<file path="src/rtl/wavetable_pkg.sv">
// Shared definitions for the wavetable bank: wave_type encodings, loader states
// and the pulse-width helper used by the read path.
package wavetable_pkg;

    localparam int WT_MODE_BIT = 2;
    localparam logic WT_PULSE = 1'b0;
    localparam logic WT_RAM = 1'b1;

    localparam logic [1:0] SUB_DIRECT = 2'd0;
    localparam logic [1:0] SUB_INVERT = 2'd1;
    localparam logic [1:0] SUB_LOWER = 2'd2;
    localparam logic [1:0] SUB_UPPER = 2'd3;

    typedef enum logic {
        LD_IDLE = 1'b0,
        LD_LOAD = 1'b1
    } ld_state_t;

    // Number of high entries at the top of the table for each pulse sub-mode.
    function automatic int pulse_width(input logic [1:0] sub, input int depth);
        int w;
        case (sub)
            SUB_DIRECT: w = depth / 2;
            SUB_INVERT: w = depth / 8;
            SUB_LOWER: w = depth / 4;
            default: w = (3 * depth) / 8;
        endcase
        return w;
    endfunction

endpackage

</file>
<file path="src/rtl/wavetable_ram.sv">
// Banked sample storage: one write port and one registered read port.
// Contents are deliberately not reset so a reset never wipes loaded waveforms.
module wavetable_ram
    import wavetable_pkg::*;
#(
    parameter int SAMPLE_W = 4,
    parameter int DEPTH_LOG2 = 4,
    parameter int NUM_BANKS = 4
) (
    input  logic                         i_clk,
    input  logic                         i_wr_en,
    input  logic [$clog2(NUM_BANKS)-1:0] i_wr_bank,
    input  logic [DEPTH_LOG2-1:0]        i_wr_addr,
    input  logic [SAMPLE_W-1:0]          i_wr_data,
    input  logic                         i_rd_en,
    input  logic [$clog2(NUM_BANKS)-1:0] i_rd_bank,
    input  logic [DEPTH_LOG2-1:0]        i_rd_addr,
    output logic [SAMPLE_W-1:0]          o_rd_data
);

    localparam int DEPTH = 2 ** DEPTH_LOG2;

    logic [SAMPLE_W-1:0] r_mem [NUM_BANKS*DEPTH];
    logic [SAMPLE_W-1:0] r_rd_data;

    always_ff @(posedge i_clk) begin
        if (i_wr_en) begin
            r_mem[{i_wr_bank, i_wr_addr}] <= i_wr_data;
        end
    end

    // A read colliding with a write returns the pre-write contents.
    always_ff @(posedge i_clk) begin
        if (i_rd_en) begin
            r_rd_data <= r_mem[{i_rd_bank, i_rd_addr}];
        end
    end

    assign o_rd_data = r_rd_data;

endmodule

</file>
<file path="src/rtl/wavetable_bank.sv">
// Wavetable bank: pulse generator or banked RAM lookup with one-cycle read latency,
// plus a streaming loader that fills one bank at a time.
module wavetable_bank
    import wavetable_pkg::*;
#(
    parameter int SAMPLE_W = 4,
    parameter int DEPTH_LOG2 = 4,
    parameter int NUM_BANKS = 4,
    parameter int OUT_W = 16
) (
    input  logic                         clk_in,
    input  logic                         rst_n_in,
    input  logic                         rd_valid_in,
    input  logic [DEPTH_LOG2-1:0]        rd_addr_in,
    input  logic [$clog2(NUM_BANKS)-1:0] rd_bank_in,
    input  logic [2:0]                   wave_type_in,
    output logic                         rd_valid_out,
    output logic [OUT_W-1:0]             data_out,
    input  logic                         ld_start_in,
    input  logic [$clog2(NUM_BANKS)-1:0] ld_bank_in,
    input  logic                         ld_valid_in,
    input  logic [SAMPLE_W-1:0]          ld_data_in,
    output logic                         ld_busy_out,
    output logic                         ld_done_out
);

    localparam int DEPTH = 2 ** DEPTH_LOG2;
    localparam int BANK_W = $clog2(NUM_BANKS);
    localparam int PAD = OUT_W - SAMPLE_W;
    localparam logic [OUT_W-1:0] TOP_ONES = OUT_W'({SAMPLE_W{1'b1}}) << PAD;

    logic [1:0] r_rst_sync;
    logic       w_rst_n;

    // Reset asserts immediately but releases two clocks after rst_n_in rises.
    always_ff @(posedge clk_in or negedge rst_n_in) begin
        if (!rst_n_in) begin
            r_rst_sync <= '0;
        end else begin
            r_rst_sync <= {r_rst_sync[0], 1'b1};
        end
    end

    assign w_rst_n = r_rst_sync[1];

    logic [DEPTH_LOG2-1:0] w_xaddr;
    logic                  w_is_ram;
    logic                  w_pulse_hi;
    logic                  w_ram_rd_en;
    logic [SAMPLE_W-1:0]   w_ram_rd_data;

    always_comb begin
        w_xaddr = rd_addr_in;
        case (wave_type_in[1:0])
            SUB_INVERT: w_xaddr = ~rd_addr_in;
            SUB_LOWER: w_xaddr = {1'b0, rd_addr_in[DEPTH_LOG2-1:1]};
            SUB_UPPER: w_xaddr = {1'b1, rd_addr_in[DEPTH_LOG2-1:1]};
            default: w_xaddr = rd_addr_in;
        endcase
    end

    assign w_is_ram = (wave_type_in[WT_MODE_BIT] == WT_RAM);
    assign w_pulse_hi = (int'(rd_addr_in) >= (DEPTH - pulse_width(wave_type_in[1:0], DEPTH)));
    assign w_ram_rd_en = rd_valid_in && w_is_ram;

    logic r_rd_valid;
    logic r_mode;
    logic r_pulse;

    // Mode and pulse level are captured alongside the RAM read so data_out holds between requests.
    always_ff @(posedge clk_in or negedge w_rst_n) begin
        if (!w_rst_n) begin
            r_rd_valid <= 1'b0;
            r_mode <= WT_PULSE;
            r_pulse <= 1'b0;
        end else begin
            r_rd_valid <= rd_valid_in;
            if (rd_valid_in) begin
                r_mode <= wave_type_in[WT_MODE_BIT];
                r_pulse <= w_pulse_hi;
            end
        end
    end

    assign rd_valid_out = r_rd_valid;
    assign data_out = (r_mode == WT_PULSE) ? (r_pulse ? TOP_ONES : '0)
                                           : (OUT_W'(w_ram_rd_data) << PAD);

    ld_state_t             r_state;
    ld_state_t             w_state_nxt;
    logic [DEPTH_LOG2-1:0] r_ptr;
    logic [DEPTH_LOG2-1:0] w_ptr_nxt;
    logic [BANK_W-1:0]     r_bank;
    logic [BANK_W-1:0]     w_bank_nxt;
    logic                  r_done;
    logic                  w_done_nxt;
    logic                  w_wr_en;

    always_ff @(posedge clk_in or negedge w_rst_n) begin
        if (!w_rst_n) begin
            r_state <= LD_IDLE;
            r_ptr <= '0;
            r_bank <= '0;
            r_done <= 1'b0;
        end else begin
            r_state <= w_state_nxt;
            r_ptr <= w_ptr_nxt;
            r_bank <= w_bank_nxt;
            r_done <= w_done_nxt;
        end
    end

    // A start always restarts the load and drops any sample offered in the same cycle.
    always_comb begin
        w_state_nxt = r_state;
        w_ptr_nxt = r_ptr;
        w_bank_nxt = r_bank;
        w_done_nxt = 1'b0;
        w_wr_en = 1'b0;
        if (ld_start_in) begin
            w_state_nxt = LD_LOAD;
            w_ptr_nxt = '0;
            w_bank_nxt = ld_bank_in;
        end else if (r_state == LD_LOAD && ld_valid_in) begin
            w_wr_en = 1'b1;
            if (&r_ptr) begin
                w_state_nxt = LD_IDLE;
                w_ptr_nxt = '0;
                w_done_nxt = 1'b1;
            end else begin
                w_ptr_nxt = r_ptr + 1'b1;
            end
        end
    end

    assign ld_busy_out = (r_state == LD_LOAD);
    assign ld_done_out = r_done;

    wavetable_ram #(
        .SAMPLE_W(SAMPLE_W),
        .DEPTH_LOG2(DEPTH_LOG2),
        .NUM_BANKS(NUM_BANKS)
    ) u_ram (
        .i_clk(clk_in),
        .i_wr_en(w_wr_en),
        .i_wr_bank(r_bank),
        .i_wr_addr(r_ptr),
        .i_wr_data(ld_data_in),
        .i_rd_en(w_ram_rd_en),
        .i_rd_bank(rd_bank_in),
        .i_rd_addr(w_xaddr),
        .o_rd_data(w_ram_rd_data)
    );

endmodule

</file>
<file path="config.mk">
export PLATFORM = sky130hd
export DESIGN_NAME = wavetable_bank
export DESIGN_NICKNAME = d
export VERILOG_FILES = /design/src/rtl/wavetable_pkg.sv /design/src/rtl/wavetable_ram.sv /design/src/rtl/wavetable_bank.sv
export SDC_FILE = /design/constraint.sdc
export NUM_CORES = 1
export LEC_CHECK = 0
export CORE_MARGIN = 2
export CORE_UTILIZATION = 29
export CTS_CLUSTER_SIZE = 24
export DETAILED_ROUTE_END_ITERATION = 10
export PLACE_DENSITY = 0.42
export SLEW_MARGIN = 20
export SYNTH_ARGS = -nofsm -noshare
export SYNTH_HDL_FRONTEND = slang
export SYNTH_HIERARCHICAL = 1
export SYNTH_SLANG_ARGS = --single-unit
</file>
<file path="constraint.sdc">
create_clock -name clk_in -period 1 [get_ports clk_in]
set_input_delay 0.1 -clock clk_in [delete_from_list [all_inputs] [get_ports clk_in]]
set_output_delay 0.1 -clock clk_in [all_outputs]
set_load 0.02 [all_outputs]
</file>
==> impl_metrics.toml <==
[floorplan]
die_x_um = 202
initial_core_util = 0.293
core_area_mm2 = 0.0386
die_h_um = 202
rows = 72
die-area_mm2 = 0.0407
ios = 39

[timing]
fin_crit_ns = 2.21
finalHoldViolCount = 0
rsz0062_at_grt = "true"
setup_slack_ns = -1.21
finalCritPeriodShare = 2.21
fmax_ghz = 0.453
finalSetupViolCount = 273
slew_viol_final = 0
finClkSkew_ns = 0.0127

[global_route]
antenna_found_initial = 0
grt_usage = 0.144
grt_pass1_wl_um = 43500
grt_overflow = 0
grt_pass1_vias = 6748
grt_max_degree = 65

[place]
hpwl_um = 19100
dp.cells = 1245
place_congestion = 0.770
io_buffers = 26

[routing]
wl_met3_um = 1360
avgRoutedWirePerCell_um = 21.7
wl_met2_um = 14200
wirelength_um = 28800
drt-initial-drc-count = 418
drc = 0
detail-route-antenna-nets = 0
viasPerCell = 4.64
top_layer = "met4"
wl_met1_um = 12800
drt-pass1-iter-count = 4
via_count = 6168

[cells_and_area]
area_growth_pct = 36.6
fin_util = 0.400
diodes = 0
layout.nets = 816
drive_gt1_frac = 0.494
nFillCells = 3457
fin_cells = 1328

[critical_path]
reg2regPathDepth = 4
crit_arrival_ns = 2.60
path_delay_family = "multiplexers"
cp_data_required_time_ns = 1.40
path_depth = 12
worst-setup-path-type = "input port to register"
slowest_stage = "mux4_2"
crit_path_frequent_cell = "mux4_2"
start_kind = "input port"
cpPeakStageDelay_ns = 0.49
worstSetupEndpointType = "register"
worstPathMaxFanout = 5
crit_chain = "buf_6, ha_4, or2_4, a221oi_4, a21oi_4, buf_12, bufbuf_16, buf_8, mux4_2, mux2i_1, mux4_2, o211ai_1"
cp_num_buf_inv = 4

[pwr]
ir_drop_mv = 1.22
p_leak_nw = 5.02
power_density_mw_per_mm2 = 1730

[synth]
synth_cell_type_count = 55
synth_seq_cells = 273
synth_area_leader_cell = "edfxtp_1"
synth.top_cell.area_share = 0.689
netlist_area_mm2 = 0.0113
synth_cells = 619
synth_seq_area_share = 0.718
synth_warnings = 6
synth_area_leaders = "edfxtp_1 (69%), mux4_2 (9.1%), mux4_1 (4.4%)"
synth.avg_cell_area_um2 = 18.3

[clock_tree]
h-tree-depth = 1
clock_latency_ns = 0.56
clkTransAtPathRegs_ns = 0.06
cts_buffer_depth = 3
tritoncts = "done"
cts_made_buffers = 30
root_buffer = "clkbuf_16"
clock-sinks = 273

[min_path]
hold_path.class = "input port to register"
holdPathStages = 2

[run_status]
violations = "negative setup slack"
status = "finished, violations left"

[job]
maxCapViolCount = 0
[final timing paths]
kind                       slack (ns)               start                 end
setup / recovery                -1.21     wave_type_in[1]  u_ram/o_rd_data[3]
max in group asynchronous        0.62       r_rst_sync[1]           r_bank[0]
min in group asynchronous        0.18       r_rst_sync[1]            r_ptr[1]
setup reg to reg                -0.83  u_ram/r_mem[21][2]  u_ram/o_rd_data[2]
hold reg to reg                  0.18       r_rst_sync[1]            r_ptr[1]
hold / removal                   0.04       ld_data_in[0]  u_ram/r_mem[49][0]
[sequential cells by signal, indices dropped and copies added (netlist names)]
signal           cells
ld_done_out          1
r_pulse              1
u_ram/o_rd_data      4
u_ram/r_mem        256
r_bank               2
rd_valid_out         1
r_rst_sync           2
r_mode               1
ld_busy_out          1
r_ptr                4
[cells in the final DEF, fill, tap and decap left out, types with 4 or more instances in the layout]
cell,instances
buf_4,82
nand3b_1,5
nand3_4,7
conb_1,14
nand3_2,4
nor2_4,65
o221ai_2,4
nand2b_1,8
clkbuf_16,31
edfxtp_1,260
a22o_1,4
ha_1,4
dfrtp_1,7
nand3_1,5
nand2_2,7
nand2_4,4
buf_12,29
inv_1,7
a22oi_2,6
buf_2,4
buf_6,29
mux4_1,12
dfrtp_2,6
a21oi_1,5
clkinv_1,9
nor2_1,12
clkdlybuf4s50_1,11
clkinv_2,9
a21oi_2,6
nand2_1,10
mux4_2,53
ha_4,5
[cells in the mapped netlist (all sizes together)]
cell / n
a211oi: 2
a21o: 1
a21oi: 13
a221o: 1
a221oi: 3
a22o: 4
a22oi: 8
a31o: 1
a31oi: 1
and2: 2
and2b: 2
buf: 27
clkbuf: 13
clkinv: 1
conb: 2
dfrtp: 13
edfxtp: 260
ha: 10
inv: 10
mux2: 3
mux2i: 5
mux4: 65
nand2: 24
nand2b: 9
nand3: 16
nand3b: 5
nand4: 3
nand4b: 1
nor2: 77
nor2b: 6
nor3: 4
nor4: 1
o211ai: 1
o21ai: 4
o221a: 1
o221ai: 6
o22ai: 3
o31ai: 1
o32ai: 2
o41ai: 1
or2: 1
or3: 3
or3b: 2
xor2: 1
[where the power goes]
part | switching (mW) | total, mW | internal (mW)
clock network | 4.48 | 10.9 | 6.38
registers | 0.0579 | 12.7 | 12.6
logic | 1.66 | 3.29 | 1.62
total | 6.20 | 26.8 | 20.6
[cell type report]
cell class                 count  area (um2)  area share
clock buffer                  32         779      0.0504
clock inverter                24         196      0.0127
inverter                      11        43.8     0.00283
multi-input combinational    307        3880       0.251
sequential                   273        8140       0.526
tap                          518         648      0.0419
timing repair buffer         163        1790       0.115
[worst reg2reg max path: stages (launching register included)]
cell      delay, ns
edfxtp_1       0.36
mux4_1         0.52
o32ai_2        0.29
a211oi_1       0.10
a221o_1        0.32
[cell families (layout without fill, tap and decap cells)]
logic type,count (synthesis),after routing,synth area share
AOI/OAI and AO/OA,53,53,0.0337
xor gates and xnor gates,1,1,0.000773
adders and majority gates,10,10,0.0110
buffers and inverters,51,230,0.0300
DFF,273,273,0.718
muxes,73,73,0.143
other,2,14,0.000663
and+or+nand+nor,156,156,0.0632
[repair_timing]
action / 4_1_cts / 5_1_grt
resized for setup: 149 / 24
buffers inserted: 22 / 8
gates cloned: 1 / 0
hold buffers: 1 / 0
setup endpoints to repair: 275 / 275
hold endpoints to repair: 2 / 0
pin swaps: 46 / 19
[layer usage]
layer	vias up	track usage
met2	119	0.243
met1	3201	0.196
met3	30	0.0211
met4	0	0.0347
li1	2818	-
met5	-	0
[stage by stage]
step | cell area [um2] | setup TNS, ns | hold slack, ns | worst slack, ns | total power, mW
floorplan | 12100 | -174.93 | -0.196 | -1.32 | 14.5
global placement | 13700 | -231.62 | 0.190 | -2.38 | 15.7
detailed placement | 13700 | -240.17 | 0.196 | -2.35 | 15.7
CTS | 15300 | -149.64 | 0.0369 | -1.24 | 27.1
global route | 15500 | -166.92 | 0.0374 | -1.25 | 27.8
finish | 15500 | -148.81 | 0.0383 | -1.21 | 26.8
No activity file was read; power rests on OpenSTA's default activity.
